## config.mk

```make
export PLATFORM = sky130hd
export DESIGN_NAME = ro_freq_meter
export DESIGN_NICKNAME = d
export VERILOG_FILES = /design/src/rtl/ro_meter_pkg.sv /design/src/rtl/ro_sync_edge.sv /design/src/rtl/ro_freq_meter.sv
export SDC_FILE = /design/constraint.sdc
export NUM_CORES = 1
export LEC_CHECK = 0
export BUFFER_PORTS_ARGS = -buffer_cell sky130_fd_sc_hd__buf_2
export CORE_MARGIN = 2
export CORE_UTILIZATION = 45
export CTS_CLUSTER_DIAMETER = 150
export CTS_CLUSTER_SIZE = 10
export DETAILED_ROUTE_END_ITERATION = 12
export MAX_ROUTING_LAYER = met4
export PLACE_DENSITY = 0.78
export SLEW_MARGIN = 25
export SYNTH_ARGS = -nofsm -noshare
export SYNTH_HDL_FRONTEND = slang
export SYNTH_SLANG_ARGS = --single-unit
```

## constraint.sdc

```tcl
create_clock -name clk -period 2.1 [get_ports clk]
set_input_delay 0.42 -clock clk [delete_from_list [all_inputs] [get_ports clk]]
set_output_delay 0.42 -clock clk [all_outputs]
set_load 0.01 [all_outputs]
```

## src/rtl/ro_meter_pkg.sv

```systemverilog
// ro_meter_pkg: state encoding and helpers shared by the
// ring-oscillator frequency meter.
package ro_meter_pkg;

    localparam logic [2:0] ST_IDLE    = 3'd0;
    localparam logic [2:0] ST_SETTLE  = 3'd1;
    localparam logic [2:0] ST_MEASURE = 3'd2;
    localparam logic [2:0] ST_DONE    = 3'd3;
    localparam logic [2:0] ST_STRESS  = 3'd4;

    typedef enum logic [2:0] {
        S_IDLE    = ST_IDLE,
        S_SETTLE  = ST_SETTLE,
        S_MEASURE = ST_MEASURE,
        S_DONE    = ST_DONE,
        S_STRESS  = ST_STRESS
    } ro_state_t;

    function automatic int unsigned clamp_ch(
        input int unsigned sel,
        input int unsigned num_ch
    );
        return (sel >= num_ch) ? num_ch - 1 : sel;
    endfunction

endpackage

```

## src/rtl/ro_sync_edge.sv

```systemverilog
// ro_sync_edge: two-flop synchroniser for one oscillator output
// followed by a rising-edge detector in the clk domain.
module ro_sync_edge (
    input  logic clk,
    input  logic rst_n,
    input  logic ro_i,
    output logic pulse_o
);

    logic s1_q;
    logic s2_q;
    logic prev_q;

    always_ff @(posedge clk or negedge rst_n) begin
        if (!rst_n) begin
            s1_q   <= 1'b0;
            s2_q   <= 1'b0;
            prev_q <= 1'b0;
        end else begin
            s1_q   <= ro_i;
            s2_q   <= s1_q;
            prev_q <= s2_q;
        end
    end

    assign pulse_o = s2_q & ~prev_q;

endmodule

```

## src/rtl/ro_freq_meter.sv

```systemverilog
// ro_freq_meter: multi-channel ring-oscillator frequency meter with
// settle, windowed edge counting, continuous mode and stress control.
module ro_freq_meter
    import ro_meter_pkg::*;
#(
    parameter  int NUM_CH     = 4,
    parameter  int CNT_W      = 16,
    parameter  int WIN_W      = 16,
    parameter  int SETTLE_CYC = 8,
    localparam int CH_W       = (NUM_CH > 1) ? $clog2(NUM_CH) : 1
) (
    input  logic              clk,
    input  logic              rst_n,
    input  logic [NUM_CH-1:0] ro_in,
    input  logic [CH_W-1:0]   ch_sel,
    input  logic [WIN_W-1:0]  win_len,
    input  logic              start,
    input  logic              cont,
    input  logic              abort,
    input  logic              stress,
    output logic [NUM_CH-1:0] ro_en,
    output logic              ro_stress,
    output logic              busy,
    output logic [CNT_W-1:0]  count,
    output logic              ovf,
    output logic              valid
);

    localparam int SET_W = $clog2(SETTLE_CYC + 1);
    localparam int TMR_W = (WIN_W > SET_W) ? WIN_W : SET_W;
    localparam logic [TMR_W-1:0] SET_LOAD = TMR_W'(SETTLE_CYC - 1);

    ro_state_t         state_q, state_d;
    logic [CH_W-1:0]   ch_q, ch_d;
    logic [WIN_W-1:0]  win_q, win_d;
    logic              cont_q, cont_d;
    logic [TMR_W-1:0]  tmr_q, tmr_d;
    logic [CNT_W-1:0]  cnt_q, cnt_d;
    logic              acc_q, acc_d;
    logic [CNT_W-1:0]  count_q, count_d;
    logic              ovf_q, ovf_d;
    logic              valid_q;
    logic              busy_q;
    logic              stress_q;
    logic [NUM_CH-1:0] en_q, en_d;

    logic [NUM_CH-1:0] pulse_v;
    logic              pulse;
    logic              sat_hit;
    logic [CNT_W-1:0]  cnt_nxt;

    for (genvar g = 0; g < NUM_CH; g++) begin : g_sync
        ro_sync_edge u_sync (
            .clk     (clk),
            .rst_n   (rst_n),
            .ro_i    (ro_in[g]),
            .pulse_o (pulse_v[g])
        );
    end

    assign pulse   = pulse_v[ch_q];
    assign sat_hit = pulse && (cnt_q == '1);
    assign cnt_nxt = (pulse && !sat_hit) ? cnt_q + 1'b1 : cnt_q;

    always_comb begin
        state_d = state_q;
        ch_d    = ch_q;
        win_d   = win_q;
        cont_d  = cont_q;
        tmr_d   = tmr_q;
        cnt_d   = cnt_q;
        acc_d   = acc_q;
        count_d = count_q;
        ovf_d   = ovf_q;
        unique case (state_q)
            S_IDLE: begin
                cnt_d = '0;
                acc_d = 1'b0;
                if (start && (win_len != '0)) begin
                    state_d = S_SETTLE;
                    ch_d    = CH_W'(clamp_ch(32'(ch_sel), NUM_CH));
                    win_d   = win_len;
                    cont_d  = cont;
                    tmr_d   = SET_LOAD;
                end else if (!start && stress) begin
                    state_d = S_STRESS;
                end
            end
            S_SETTLE: begin
                cnt_d = '0;
                acc_d = 1'b0;
                if (tmr_q == '0) begin
                    state_d = S_MEASURE;
                    tmr_d   = TMR_W'(win_q) - 1'b1;
                end else begin
                    tmr_d = tmr_q - 1'b1;
                end
            end
            S_MEASURE: begin
                cnt_d = cnt_nxt;
                acc_d = acc_q | sat_hit;
                if (tmr_q == '0) begin
                    state_d = S_DONE;
                    count_d = cnt_nxt;
                    ovf_d   = acc_q | sat_hit;
                end else begin
                    tmr_d = tmr_q - 1'b1;
                end
            end
            S_DONE: begin
                cnt_d = '0;
                acc_d = 1'b0;
                if (cont_q) begin
                    state_d = S_MEASURE;
                    tmr_d   = TMR_W'(win_q) - 1'b1;
                end else begin
                    state_d = S_IDLE;
                end
            end
            S_STRESS: begin
                if (!stress) state_d = S_IDLE;
            end
            default: state_d = S_IDLE;
        endcase
        // abort wins even on the last MEASURE cycle: no result is published
        if (abort) begin
            state_d = S_IDLE;
            count_d = count_q;
            ovf_d   = ovf_q;
        end
    end

    always_comb begin
        en_d = '0;
        unique case (state_d)
            S_IDLE:   en_d = '0;
            S_STRESS: en_d = '1;
            default:  en_d = NUM_CH'(1) << ch_d;
        endcase
    end

    always_ff @(posedge clk or negedge rst_n) begin
        if (!rst_n) begin
            state_q  <= S_IDLE;
            ch_q     <= '0;
            win_q    <= '0;
            cont_q   <= 1'b0;
            tmr_q    <= '0;
            cnt_q    <= '0;
            acc_q    <= 1'b0;
            count_q  <= '0;
            ovf_q    <= 1'b0;
            valid_q  <= 1'b0;
            busy_q   <= 1'b0;
            stress_q <= 1'b0;
            en_q     <= '0;
        end else begin
            state_q  <= state_d;
            ch_q     <= ch_d;
            win_q    <= win_d;
            cont_q   <= cont_d;
            tmr_q    <= tmr_d;
            cnt_q    <= cnt_d;
            acc_q    <= acc_d;
            count_q  <= count_d;
            ovf_q    <= ovf_d;
            valid_q  <= (state_d == S_DONE);
            busy_q   <= (state_d != S_IDLE);
            stress_q <= (state_d == S_STRESS);
            en_q     <= en_d;
        end
    end

    assign ro_en     = en_q;
    assign ro_stress = stress_q;
    assign busy      = busy_q;
    assign count     = count_q;
    assign ovf       = ovf_q;
    assign valid     = valid_q;

endmodule

```

==> flow_metrics.tcl, run 1 <==
set metrics [dict create \
    p_clk_frac 0.332 \
    critPathArrivalTime_ns 2.45 \
    die_y_um 107 \
    wl_per_cell_um 15.8 \
    critical_path.max_fanout 7 \
    startpoint_type "flop" \
    layout_commonest_cell "dfrtp_1" \
    async_reset_ff_frac 1.00 \
    placed_cell_area_sq_um 5500 \
    avgSynthCellArea_sq_um 9.82 \
    final_area_sq_um 6020 \
    synth_top_area_frac 0.475 \
    cap_violations 0 \
    setup_viol 33 \
    synthesis.nets 520 \
    worst_slack_ns -0.0578 \
    multi_input_area_sq_um 2480 \
    power_density_nw_per_um2 673 \
    tns_ns -0.807 \
    drtPass1Iterations 5 \
    clk_latency_ns 0.37 \
    rsz0062_at_grt "yes" \
    synth_area_leaders "dfrtp_1 48%, mux2_2 4.5%, o21ai_0 4.2%" \
    p_leak_nw 2.65 \
    dr_total_vias 4124 \
    drt_iter0_drc 231 \
    cts_tree "built" \
    drt-total-wl_um 11500 \
    grt_usage 0.211 \
    switching_share 0.282 \
    regArea_sq_um 2280 \
    power_frac_comb 0.181 \
    final_layout_size_suffix_gt1_frac 0.347 \
    grt_max_degree 35 \
    violations "negative setup slack" \
    finalHoldViolCount 0 \
    cts_sinks 91 \
    hold_path.class "in -> reg" \
    synthesis.area_sq_um 4790 \
    numPortBuffers 51 \
    skew_ns 0.0131 \
    maxSlewHeadroom 0.647 \
    layout_common_cells "91 x dfrtp_1, 50 x buf_2, 48 x buf_4, 44 x nand2_1, 36 x nor2_1" \
    fin_crit_ns 2.16 \
    path_clk_slew_ns 0.09 \
    grt_overflow 0 \
    diodes 0 \
    ys.warnings.count 0 \
    dp.cells 699 \
    synth_edf_count 0 \
    vias_per_cell 5.67 \
    yosysTopAreaCell "dfrtp_1" \
    layout-area-overhead-vs-synth_pct 25.6 \
    drc 0 \
    required_ns 2.39 \
    core_sq_um 10300 \
    whs_ns 0.157 \
    synth_cell_types 68 \
    fmaxAchievable_ghz 0.463 \
    p_seq_frac 0.487 \
    netlist_instances 488 \
    critPathCaptureType "flop" \
    period_share 1.03 \
    htreeDepth 3 \
    cts_inserted_buffers 9 \
    ys.flop_type "dfrtp_1" \
    seq_area_frac_synth 0.475 \
    report.final.slew_viol_count 0 \
    drtAntennaViolNets 0 \
    start_util 0.464 \
    grt_pass1_wl_um 18800 \
    routabilityCongestion 0.885 \
    fin_nets 619 \
    crit_type "reg -> reg" \
    yosys_register_bits 91 \
    die_w_um 107 \
    n_fill_cell 881 \
    fin_cells 727 \
    tightestPinTransition_ns 0.526 \
    run_status "finished, violations left" \
    rows 37 \
    p_int_w 0.00291 \
    root_buffer "clkbuf_8" \
    dieArea_sq_um 11500 \
    power.switching_w 0.00114 \
    clk_path_buf_depth 2 \
    dp_hpwl_um 8130 \
    finish.utilization 0.583 \
    antenna_found_initial 0 \
    grt_pass1_vias 3891 \
    peakVddDrop_mv 0.477 \
    ios 52 \
]
-- registers in the layout, summed over array words and instances (netlist names) --
| register | count |
|---|---|
| busy | 1 |
| ovf | 1 |
| cont_q | 1 |
| g_sync.u_sync.s2_q | 4 |
| g_sync.u_sync.s1_q | 4 |
| g_sync.u_sync.prev_q | 4 |
| state_q | 3 |
| ro_en | 4 |
| cnt_q | 16 |
| ro_stress | 1 |
| tmr_q | 16 |
| win_q | 16 |
| count | 16 |
| ch_q | 2 |
| valid | 1 |
| acc_q | 1 |
-- cells in the mapped netlist, types with 3 or more instances --
cell,number
nor3_1,11
inv_1,11
o21ai_2,3
o21ai_1,18
o21ai_0,40
nor4_1,8
ha_1,4
mux2_2,19
nor2b_1,5
nand3_1,18
mux2i_1,4
a31oi_1,6
dfrtp_1,91
nand4_1,8
xor2_1,18
or3_1,7
nand2b_1,8
o31ai_1,8
nor2_1,41
nor3_2,3
o211ai_1,4
clkbuf_1,9
xnor2_1,10
a21oi_1,18
and3_1,3
a41oi_1,3
nor3b_1,3
nor4_2,3
buf_2,7
buf_4,5
nand2_1,48
-- critical path, stage by stage, from the launching register on --
cell and delay, ns:
dfrtp_1 0.40, inv_2 0.08, ha_4 0.12, or4b_4 0.48
and4b_4 0.42, nor2_2 0.06, o21ai_2 0.18, buf_6 0.16
a211oi_1 0.06, a21oi_1 0.12
-- power groups by stage --
stage	combinational, W	clock (W)	sequential (W)
finish	0.000733	0.00135	0.00197
global route	0.000794	0.00143	0.00198
CTS	0.000682	0.00137	0.00197
detailed placement	0.000641	0	0.00200
global placement	0.000620	0	0.00199
floorplan	0.000368	0	0.00198
-- metal layers --
metal	up-vias	global-route usage	share of wire
li1	1955	-	-
met1	1991	0.287	0.45
met2	152	0.318	0.47
met3	26	0.0365	0.054
met4	0	0.0761	0.021
met5	-	-	0
-- per-stage QoR --
stage	setup WS [ns]	total power, W
detailed placement	-0.0734	0.00264
CTS	-0.0485	0.00402
finish	-0.0578	0.00405
global route	-0.147	0.00421
global placement	-0.0327	0.00261
floorplan	0.00810	0.00235
-- final cells by class --
| cell class | count | area share |
|---|---|---|
| Clock buffer | 10 | 0.0229 |
| Clock inverter | 5 | 0.0141 |
| Inverter | 12 | 0.00749 |
| Multi-Input combinational cell | 360 | 0.412 |
| Sequential cell | 91 | 0.378 |
| Tap cell | 136 | 0.0283 |
| Timing Repair Buffer | 113 | 0.137 |
-- kinds of logic after synthesis --
kind of cell / after synthesis / synth area share
muxes: 24 / 0.0577
and+or+nand+nor: 185 / 0.207
adders and majority gates: 4 / 0.0104
AOI/OAI and AO/OA: 119 / 0.159
xor gates and xnor gates: 28 / 0.0512
buffers and inverters: 37 / 0.0402
DFF: 91 / 0.475
-- final timing paths --
path                                        from                     to  slack (ns)  cells past startpoint
min in group asynchronous                  rst_n              win_q[14]        0.52                      2
min                                     ro_in[0]  g_sync[0].u_sync.s1_q        0.16                      1
min reg2reg                g_sync[3].u_sync.s1_q  g_sync[3].u_sync.s2_q        0.35                      0
max                                     tmr_q[0]               tmr_q[2]       -0.06                      9
max reg2reg                             tmr_q[0]               tmr_q[2]       -0.06                      9
max in group asynchronous                  rst_n               count[4]        1.07                      3
-- repair_timing --
action,CTS,global route
hold endpoints to repair,25,0
hold buffers,1,0
buffers inserted,5,6
gates resized for setup,20,48
pin swaps,8,21
gates cloned,0,1
setup endpoints to repair,17,41
(Power assumes the default switching activity.)
==> run 2: changes to the inputs <==
--- a/config.mk
+++ b/config.mk
@@ -14,4 +14,5 @@
 export MAX_ROUTING_LAYER = met4
 export PLACE_DENSITY = 0.78
+export SETUP_SLACK_MARGIN = 0.05
 export SLEW_MARGIN = 25
 export SYNTH_ARGS = -nofsm -noshare
==> constraint.sdc (replaced) <==
create_clock -name clk -period 2.1 [get_ports clk]
set_input_delay 0.105 -clock clk [delete_from_list [all_inputs] [get_ports clk]]
set_output_delay 0.105 -clock clk [all_outputs]
set_load 0.01 [all_outputs]
==> flow_metrics.tcl, run 2 (synthesis results as in run 1) <==
set metrics [dict create \
    run_status "finished, violations left" \
    violations "negative setup slack" \
    die_w_um 107 \
    core_sq_um 10300 \
    critPathLaunch "tmr_q[0]" \
    setup_viol 33 \
    antenna_found_initial 0 \
    slowest_delay_ns 0.46 \
    critPathBufInv 3 \
    drtPass1Iterations 5 \
    rows 37 \
    critPathArrivalTime_ns 2.49 \
    timing.reg2reg.setup_slack_ns -0.10 \
    clk_latency_ns 0.37 \
    fin_nets 642 \
    grt_usage 0.226 \
    cts_sinks 91 \
    finalHoldViolCount 0 \
    numPortBuffers 51 \
    grt_overflow 0 \
    dieArea_sq_um 11500 \
    rsz0062_at_grt "yes" \
    fmaxAchievable_ghz 0.454 \
    cap_violations 0 \
    r2r-start "tmr_q[0]" \
    p_leak_nw 2.78 \
    peakVddDrop_mv 0.689 \
    power_density_nw_per_um2 641 \
    final_layout_size_suffix_gt1_frac 0.333 \
    critPathSlowestCell "or4b_4" \
    routabilityCongestion 0.859 \
    htreeDepth 3 \
    report.final.slew_viol_count 0 \
    layout-area-overhead-vs-synth_pct 32.5 \
    period_share 1.05 \
    drt-total-wl_um 12900 \
    tns_ns -1.64 \
    min_from "ch_sel[0]" \
    placed_cell_area_sq_um 5490 \
    final_area_sq_um 6350 \
    layout_common_cells "91 x dfrtp_1, 51 x buf_2, 48 x nand2_1, 43 x buf_4, 34 x nor2_1" \
    skew_ns 0.00936 \
    drtAntennaViolNets 0 \
    required_ns 2.38 \
    clk_path_buf_depth 2 \
    crit_type "reg -> reg" \
    vias_per_cell 5.78 \
    start_util 0.464 \
    path_clk_slew_ns 0.09 \
    tightestPinTransition_ns 0.665 \
    dr_total_vias 4343 \
    hold_path.class "in -> reg" \
    layout_commonest_cell "dfrtp_1" \
    critical_path.max_fanout 6 \
    grt_pass1_vias 4208 \
    drt_iter0_drc 353 \
    grt_pass1_wl_um 20000 \
    maxSlewHeadroom 0.556 \
    wl_per_cell_um 17.1 \
    diodes 0 \
    cts_inserted_buffers 9 \
    ios 52 \
    dp_hpwl_um 7920 \
    fin_crit_ns 2.20 \
    whs_ns 0.0450 \
    r2r_cells 10 \
    startpoint_type "flop" \
    critPathCaptureType "flop" \
    finish.utilization 0.615 \
    cpLargestDelayFamily "simple AND/OR/NAND/NOR gates" \
    reg2reg_to "tmr_q[2]" \
    die_y_um 107 \
    root_buffer "clkbuf_8" \
    hold_depth 2 \
    worst_slack_ns -0.100 \
    path_cells "inv_2 -> ha_4 -> or4b_4 -> and4b_2 -> buf_12 -> nor2_4 -> o21ai_4 -> buf_6 -> a211oi_2 -> a21oi_1" \
    hold_path_end "ch_q[0]" \
    drc 0 \
    grt_max_degree 53 \
    cts_tree "built" \
]
==> run 2: how the worst max path moves through the flow <==
stage                      to  slack (ns)  depth (start not counted)
CTS                  tmr_q[6]       -0.04                         10
floorplan           tmr_q[10]        0.04                          8
detailed placement  tmr_q[15]        -0.1                          9
global route         tmr_q[7]       -0.19                          9
global placement    tmr_q[15]       -0.04                          9
finish               tmr_q[2]       -0.10                         10
==> run 2: stage by stage <==
stage	worst slack (ns)	total power [W]	std cells
global placement	-0.0386	0.00260	700
detailed placement	-0.0985	0.00263	700
floorplan	0.0379	0.00235	488
CTS	-0.0381	0.00400	745
global route	-0.192	0.00425	751
finish	-0.100	0.00407	751
==> run 2: power by group <==
group / internal, W / total [W] / switching (W)
Sequential: 0.00186 / 0.00197 / 0.000114
Clock: 0.000673 / 0.00130 / 0.000630
Combinational: 0.000386 / 0.000797 / 0.000410
Total: 0.00292 / 0.00407 / 0.00115
==> run 2: worst reg2reg max path: cells and delay by family (launching register included) <==
kind | cells | cell delay, ns
adder cells (fa/ha/maj) | 1 | 0.11
AND/OR/NAND/NOR | 3 | 0.86
AO/OA/AOI/OAI | 3 | 0.36
flip-flops | 1 | 0.41
buffers and inverters | 3 | 0.38
==> run 2: routing by layer <==
| layer | up-vias | part of all wire | track usage |
|---|---|---|---|
| met5 | - | 0 | - |
| met4 | 0 | 0.029 | 0.0993 |
| met3 | 33 | 0.058 | 0.0353 |
| met2 | 202 | 0.50 | 0.352 |
| met1 | 2100 | 0.42 | 0.292 |
| li1 | 2008 | - | - |
==> run 2: final cells by class <==
cell class              instances  area (sq um)
multi-input cells             360          2530
repair buffers                136          1100
flip-flops and latches         91          2280
well taps                     136           170
fillers                       809          3980
inverters                      12          45.0
clock inverters                 6          87.6
clock buffers                  10           128
==> run 2: what timing repair did <==
item                                    CTS  global route
pin swaps                                 7            27
hold buffers                             22             1
gates cloned                              2             3
hold endpoints to repair                 70             1
setup buffers                             5             2
resized for setup                        22            49
endpoints found under the setup margin   19            60
==> run 3: changes to the inputs <==
- PLACE_DENSITY: 0.78 -> 0.72
- SKIP_LAST_GASP: not set -> 1
==> flow_metrics.tcl, run 3 (synthesis results as in run 1) <==
set metrics [dict create \
    grt_usage 0.219 \
    skew_ns 0.0138 \
    setup_viol 17 \
    root_buffer "clkbuf_8" \
    rsz0062_at_grt "yes" \
    grt_pass1_vias 3903 \
    dp_hpwl_um 8230 \
    drc 0 \
    p_seq_frac 0.478 \
    timing.reg2reg.setup_slack_ns -0.05 \
    vias_per_cell 5.59 \
    wl_per_cell_um 15.8 \
    core_sq_um 10300 \
    dr_total_vias 4234 \
    drtPass1Iterations 5 \
    cts_tree "built" \
    routabilityCongestion 1.01 \
    start_util 0.464 \
    cts_sinks 91 \
    drt_iter0_drc 255 \
    grt_pass1_wl_um 19400 \
    fin_crit_ns 2.15 \
    ios 52 \
    critical_path.max_fanout 6 \
    critPathCaptureType "flop" \
    maxSlewHeadroom 0.682 \
    report.final.slew_viol_count 0 \
    path_clk_slew_ns 0.09 \
    r2r-start "tmr_q[0]" \
    p_int_w 0.00296 \
    hold_path.class "in -> reg" \
    required_ns 2.39 \
    reg2reg_to "tmr_q[2]" \
    p_clk_frac 0.336 \
    clk_path_buf_depth 2 \
    tightestPinTransition_ns 0.471 \
    r2r_cells 9 \
    fin_cells 758 \
    power_frac_comb 0.185 \
    placed_cell_area_sq_um 5570 \
    grt_max_degree 50 \
    rows 37 \
    die_w_um 107 \
    finalHoldViolCount 0 \
    hold_path_end "ch_q[0]" \
    htreeDepth 3 \
    peakVddDrop_mv 0.439 \
    layout-area-overhead-vs-synth_pct 30.6 \
    diodes 0 \
    dp_slack_ns -0.0913 \
    power.switching_w 0.00115 \
    fmaxAchievable_ghz 0.465 \
    run_status "finished, violations left" \
    die_y_um 107 \
    dieArea_sq_um 11500 \
    final_area_sq_um 6250 \
    drtAntennaViolNets 0 \
    power_density_nw_per_um2 658 \
    crit_type "reg -> reg" \
    critPathArrivalTime_ns 2.44 \
    violations "negative setup slack" \
    fin_nets 649 \
    grt_overflow 0 \
    layout_commonest_cell "dfrtp_1" \
    p_leak_nw 2.78 \
    cts_inserted_buffers 9 \
    finish.utilization 0.606 \
    total_power_w 0.00412 \
    final_layout_size_suffix_gt1_frac 0.318 \
    startpoint_type "flop" \
    dp.cells 706 \
    hold_depth 2 \
    cap_violations 0 \
    layout_common_cells "89 x dfrtp_1, 59 x buf_4, 50 x buf_2, 47 x nand2_1, 37 x nor2_1" \
    drt-total-wl_um 12000 \
    numPortBuffers 51 \
    switching_share 0.280 \
    worst_slack_ns -0.0501 \
    antenna_found_initial 0 \
    min_from "ch_sel[0]" \
    clk_latency_ns 0.37 \
    period_share 1.02 \
]
==> run 3: final cells by class <==
class,instances,area (sq um)
flip-flops and latches,91,2280
fillers,835,4070
clock inverters,6,95.1
inverters,12,45.0
clock buffers,10,138
well taps,136,170
repair buffers,142,1100
multi-input cells,361,2420
==> run 3: routing by layer <==
layer / share of wire / GRT usage
met2: 0.48 / 0.338
met1: 0.46 / 0.301
met5: 0 / -
met3: 0.050 / 0.0353
met4: 0.015 / 0.0640
==> run 3: worst max path at each step <==
| stage | slack (ns) | startpoint | end |
|---|---|---|---|
| global route | -0.13 | tmr_q[0] | tmr_q[11] |
| finish | -0.05 | tmr_q[0] | tmr_q[2] |
| floorplan | 0.04 | tmr_q[0] | tmr_q[10] |
| CTS | -0.03 | tmr_q[0] | tmr_q[15] |
| global placement | -0.003 | tmr_q[0] | tmr_q[15] |
| detailed placement | -0.09 | g_sync[1].u_sync.prev_q | cnt_q[4] |
==> run 3: power groups by stage <==
stage / Sequential, W / Combinational [W] / Clock [W]
2_1_floorplan: 0.00198 / 0.000368 / 0
3_3_place_gp: 0.00199 / 0.000637 / 0
3_5_place_dp: 0.00200 / 0.000650 / 0
4_1_cts: 0.00197 / 0.000705 / 0.00141
5_1_grt: 0.00198 / 0.000834 / 0.00149
6_report: 0.00197 / 0.000762 / 0.00139
==> run 3: metrics by stage <==
step | setup TNS (ns) | hold slack (ns)
floorplan | 0 | -0.191
global placement | -0.00287 | -0.0381
detailed placement | -0.541 | -0.0326
CTS | -0.144 | 0.00384
global route | -2.26 | 0.0177
finish | -0.399 | 0.0282
==> run 3: worst max-delay path, stage by stage, from the launching register on <==
cell	delay, ns
dfrtp_1	0.40
inv_2	0.07
ha_1	0.14
or4b_4	0.49
and4b_4	0.42
nor2_2	0.05
o21ai_2	0.19
buf_6	0.15
a211oi_1	0.05
a21oi_1	0.13
==> run 3: repair_timing <==
item,in CTS,in global routing
cloned,0,2
pin swaps,5,6
hold endpoints to repair,113,0
buffers inserted,2,9
resized for setup,13,20
hold buffers,23,0
setup endpoints to repair,29,49
